**config.mk**
```make
export PLATFORM = sky130hd
export DESIGN_NAME = onehot_stream_encoder
export DESIGN_NICKNAME = d
export VERILOG_FILES = /design/src/rtl/base_conv_pkg.sv /design/src/rtl/lowest_set_idx.sv /design/src/rtl/onehot_stream_encoder.sv
export SDC_FILE = /design/constraint.sdc
export NUM_CORES = 1
export LEC_CHECK = 0
export CAP_MARGIN = 30
export CORE_AREA = 2 2 53 55
export DETAILED_ROUTE_END_ITERATION = 10
export DIE_AREA = 0 0 55 57
export PLACE_DENSITY = 0.76
export SLEW_MARGIN = 15
export SYNTH_ARGS = -nofsm -noshare
export SYNTH_HDL_FRONTEND = slang
export SYNTH_SLANG_ARGS = --single-unit
export TNS_END_PERCENT = 1
```
**constraint.sdc**
```tcl
create_clock -name clk -period 2.9 [get_ports clk]
set_clock_uncertainty 0.15 [all_clocks]
set_input_delay 0.87 -clock clk [delete_from_list [all_inputs] [get_ports clk]]
set_output_delay 0.87 -clock clk [all_outputs]
set_load 0.05 [all_outputs]
```
**src/rtl/base_conv_pkg.sv**
```systemverilog
// Shared definitions for the base_conversion one-hot encode/decode pair.
package base_conv_pkg;
  localparam int WIDTH = 8;
  localparam int IDX_W = $clog2(WIDTH);
  localparam int CNT_W = $clog2(WIDTH + 1);

  typedef enum logic {
    ST_IDLE = 1'b0,
    ST_EMIT = 1'b1
  } state_t;
endpackage

```
**src/rtl/lowest_set_idx.sv**
```systemverilog
// Combinational lowest-set-bit finder with a "single bit remaining" flag.
module lowest_set_idx #(
  parameter int WIDTH = 8,
  parameter int IDX_W = $clog2(WIDTH)
) (
  input  logic [WIDTH-1:0] vec,
  output logic [IDX_W-1:0] idx,
  output logic             single
);
  // Scan high to low so the lowest set bit wins; all-zero yields 0.
  always_comb begin
    idx = '0;
    for (int i = WIDTH - 1; i >= 0; i--)
      if (vec[i]) idx = IDX_W'(i);
  end

  assign single = (vec != '0) && ((vec & (vec - WIDTH'(1))) == '0);
endmodule

```
**src/rtl/onehot_stream_encoder.sv**
```systemverilog
// Streams the binary index of every set bit of a vector, lowest first, with popcount.
module onehot_stream_encoder
  import base_conv_pkg::*;
#(
  parameter int WIDTH = base_conv_pkg::WIDTH,
  localparam int IDX_W = $clog2(WIDTH),
  localparam int CNT_W = $clog2(WIDTH + 1)
) (
  input  logic             clk,
  input  logic             rst_n,
  input  logic [WIDTH-1:0] in_vec,
  input  logic             in_valid,
  output logic             in_ready,
  output logic [IDX_W-1:0] out_idx,
  output logic [CNT_W-1:0] out_count,
  output logic             out_last,
  output logic             out_none,
  output logic             out_valid,
  input  logic             out_ready
);
  state_t           state, state_nxt;
  logic [WIDTH-1:0] pending, pending_nxt;
  logic [IDX_W-1:0] nxt_idx;
  logic             nxt_single;
  logic [CNT_W-1:0] popcnt;
  logic             accept, fire;

  assign in_ready = (state == ST_IDLE);
  assign accept   = in_valid && in_ready;
  assign fire     = out_valid && out_ready;

  always_comb begin
    popcnt = '0;
    for (int i = 0; i < WIDTH; i++) popcnt = popcnt + CNT_W'(in_vec[i]);
  end

  always_comb begin
    state_nxt   = state;
    pending_nxt = pending;
    if (state == ST_IDLE) begin
      if (in_valid) begin
        pending_nxt = in_vec;
        state_nxt   = ST_EMIT;
      end
    end else if (fire) begin
      pending_nxt = pending & (pending - WIDTH'(1));
      if (out_last) state_nxt = ST_IDLE;
    end
  end

  // The finder looks at the next pending value so out_idx/out_last can be registers.
  lowest_set_idx #(.WIDTH(WIDTH), .IDX_W(IDX_W)) u_lsi (
    .vec    (pending_nxt),
    .idx    (nxt_idx),
    .single (nxt_single)
  );

  always_ff @(posedge clk or negedge rst_n) begin
    if (!rst_n) begin
      state     <= ST_IDLE;
      pending   <= '0;
      out_idx   <= '0;
      out_count <= '0;
      out_last  <= 1'b0;
      out_none  <= 1'b0;
      out_valid <= 1'b0;
    end else begin
      state   <= state_nxt;
      pending <= pending_nxt;
      if (accept) begin
        out_count <= popcnt;
        out_none  <= (in_vec == '0);
        out_idx   <= nxt_idx;
        out_last  <= nxt_single || (in_vec == '0);
        out_valid <= 1'b1;
      end else if (fire) begin
        if (out_last) begin
          out_valid <= 1'b0;
        end else begin
          out_idx  <= nxt_idx;
          out_last <= nxt_single;
        end
      end
    end
  end
endmodule

```
==> results.yml <==
global_route:
  grt_pass1_wl_mm: 5.53
  grt_pass1_vias: 1220
  grt.total_usage_pct: 24.1
  grt_overflow_total: 0
  grt_max_degree: 20
  antenna_found_initial: 0
power:
  max-vdd-ir-drop_mv: 0.800
  powerDensity_nw_per_um2: 1030
  p_leak_nw: 0.832
critical_path:
  crit_fanout: 2
  crit_family: "adder cells"
  cp-start-kind: "input port"
  criticalPathCategory: "input port to register"
  cpMostUsedCell: "fa_1"
  required_ns: 3.00
  cp_slowest_cell: "fa_1"
  rrSetupSlack_ns: 0.54
  critPathMaxStageDelay_ns: 0.53
  crit_chain: "buf_8 -> fa_1 -> inv_1 -> fa_1 -> fa_1 -> inv_1 -> ha_2 -> inv_2 -> fa_2 -> xor2_1 -> o21ai_1"
  crit_buf_inv: 4
  crit_arrival_ns: 3.34
  worstSetupEndpointType: "register"
yosys:
  synth_area_leaders: "dfrtp_1 (38%), nand2_1 (6.9%), fa_1 (6.4%)"
  yosys_warnings: 0
  syn_area_per_cell_um2: 8.93
  ys.flop_type: "dfrtp_1"
  synth-seq-cells: 19
  synthTopCellsByCount: "nand2_1 (23), dfrtp_1 (19), inv_1 (19)"
  synth_most_common_cell: "nand2_1"
  syn-cell-area_um2: 1250
  synth_top_area_share_pct: 38.0
  syn-num-nets: 160
  synth_top_area_cell: "dfrtp_1"
  yosysSeqAreaShare_pct: 38.0
  synth_edf_count: 0
  ys_types: 43
  synthCells: 140
  ys_async_sr_fraction_pct: 100
sta:
  slew_headroom_pct: 59.3
  grt_setup_unrepaired: "yes"
  max_freq_ghz: 0.308
  finalSetupViolCount: 3
  fin_setup_tns_ns: -0.753
  slew_viol_final: 0
  max_slew.worst_pin.slew_ns: 0.611
  hold_viol_final: 0
  layout_setup_ws_ns: -0.345
  finalCriticalPeriod_ns: 3.25
  layout_worst_path_cycle_share_pct: 112
cells_and_area:
  nets: 206
  drive_gt1_share_pct: 23.8
  ff_latch_area_um2: 475
  final_area_um2: 1680
  postLayoutCoreUtil_pct: 64.4
  syn_to_final_growth_pct: 34.7
  multi_input_area_um2: 686
  nFillCells: 229
  fin_cells: 216
  n_antenna_cell: 0
place:
  pre_cts_slack_ns: -1.15
  dp_hpwl_mm: 2.48
  postPlaceCellArea_um2: 1650
  gp_congestion: 0.915
  io_buffers: 22
  place_inst: 212
routing:
  wl_per_cell_um: 15.2
  routed_via_density: 5.42
  via_count: 1171
  drc: 0
  drt_first_pass_iters: 4
  dr.first_iter.drc_count: 41
  antenna_left: 0
  wl_mm: 3.29
floorplanning:
  start_util_pct: 47.8
  die-width_um: 55
  io_pins: 23
  core-area_um2: 2620
  rows: 19
  fp.dieH_um: 57
  die_area_um2: 3140
clock_network:
  cts_buffers: 3
  numClockSinks: 19
  cts.clk_slew.worst_paths_ns: 0.11
  root_buffer: "clkbuf_4"
  clockBufferDepth: 2
  htree_levels: 1
  hold_buffers: 0
  tritoncts: "done"
  worstSkewPairLatency_ns: 0.31
outcome:
  status: "finished, violations left"
  violations: "setup timing"
min_path:
  hold_class: "register to register"
job:
  drv_cap: 0
power by group:
group,switching [mW],internal [mW]
sequential,0.116,0.371
combinational,0.642,0.458
clock,0.0905,0.0516
layer usage:
layer | part of all wire [%] | GRT usage [%] | vias up
met1 | 45 | 34.0 | 565
met5 | 0 | 0 | -
met2 | 49 | 38.3 | 30
li1 | - | - | 567
met4 | 2.0 | 7.32 | 0
met3 | 4.3 | 3.40 | 9
logic make-up after synthesis:
logic type	count (synthesis)	synth area share (%)
AND/OR/NAND/NOR	44	17.5
multiplexers	5	4.00
flip-flops	19	38.0
adder cells (fa/ha/maj)	9	11.2
AO/OA/AOI/OAI	38	20.1
buffers and inverters	23	7.71
XOR/XNOR	2	1.40
timing repair:
action                     CTS  global route
gates cloned                 0             0
setup buffers                0             0
resized for setup           18             3
pin swaps                    4             3
setup endpoints to repair    4             5
placed cells by master, fill, tap and decap left out, drive strengths merged, types with 2 or more instances in the layout:
cell,synthesis,routed
buf,3,27
nand2,24,24
dfrtp,19,19
inv,19,19
clkdlybuf4s50,0,18
o21ai,13,13
nor2,8,8
a21oi,7,7
mux2i,5,5
fa,4,4
ha,4,4
o31ai,3,3
clkbuf,1,3
nand3,2,2
o211ai,2,2
a31oi,2,2
xor2,2,2
nor3,2,2
o22ai,2,2
stage by stage:
step | power, mW | hold slack, ns
floorplan | 1.19 | 0.410
global placement | 1.53 | 0.308
detailed placement | 1.56 | 0.328
CTS | 1.73 | 0.355
global route | 1.86 | 0.394
finish | 1.73 | 0.352
area by class of cell:
type,count,area share (%)
clock buffer,3,1.34
clock inverter,1,0.297
inverter,19,4.23
multi-input combinational,98,40.7
sequential,19,28.2
tap,31,2.30
timing repair buffer,45,22.9
sequential cells by signal, summed over array words and instances, names as in the netlist:
register and cells:
state 1, pending 8, out_valid 1, out_count 4, out_none 1, out_idx 3
out_last 1
worst reg2reg max path, stage by stage (launching register included):
cell and delay, ns:
dfrtp_1 0.62, nor2_1 0.38, a21oi_1 0.07, o22ai_1 0.41, maj3_1 0.27, a2bb2oi_1 0.16, o21bai_1 0.08, o211a_1 0.12
path summary, 6_finish.rpt:
path	endpoint	cells past startpoint	start
worst max-delay path	out_count[2]	11	in_vec[1]
worst min-delay path	out_count[0]	2	out_count[0]
worst max register to register	out_last	7	state
worst min register to register	out_count[0]	2	out_count[0]
max in group asynchronous	pending[5]	2	rst_n
min in group asynchronous	pending[1]	2	rst_n
Power figures use the tool's default switching activity.
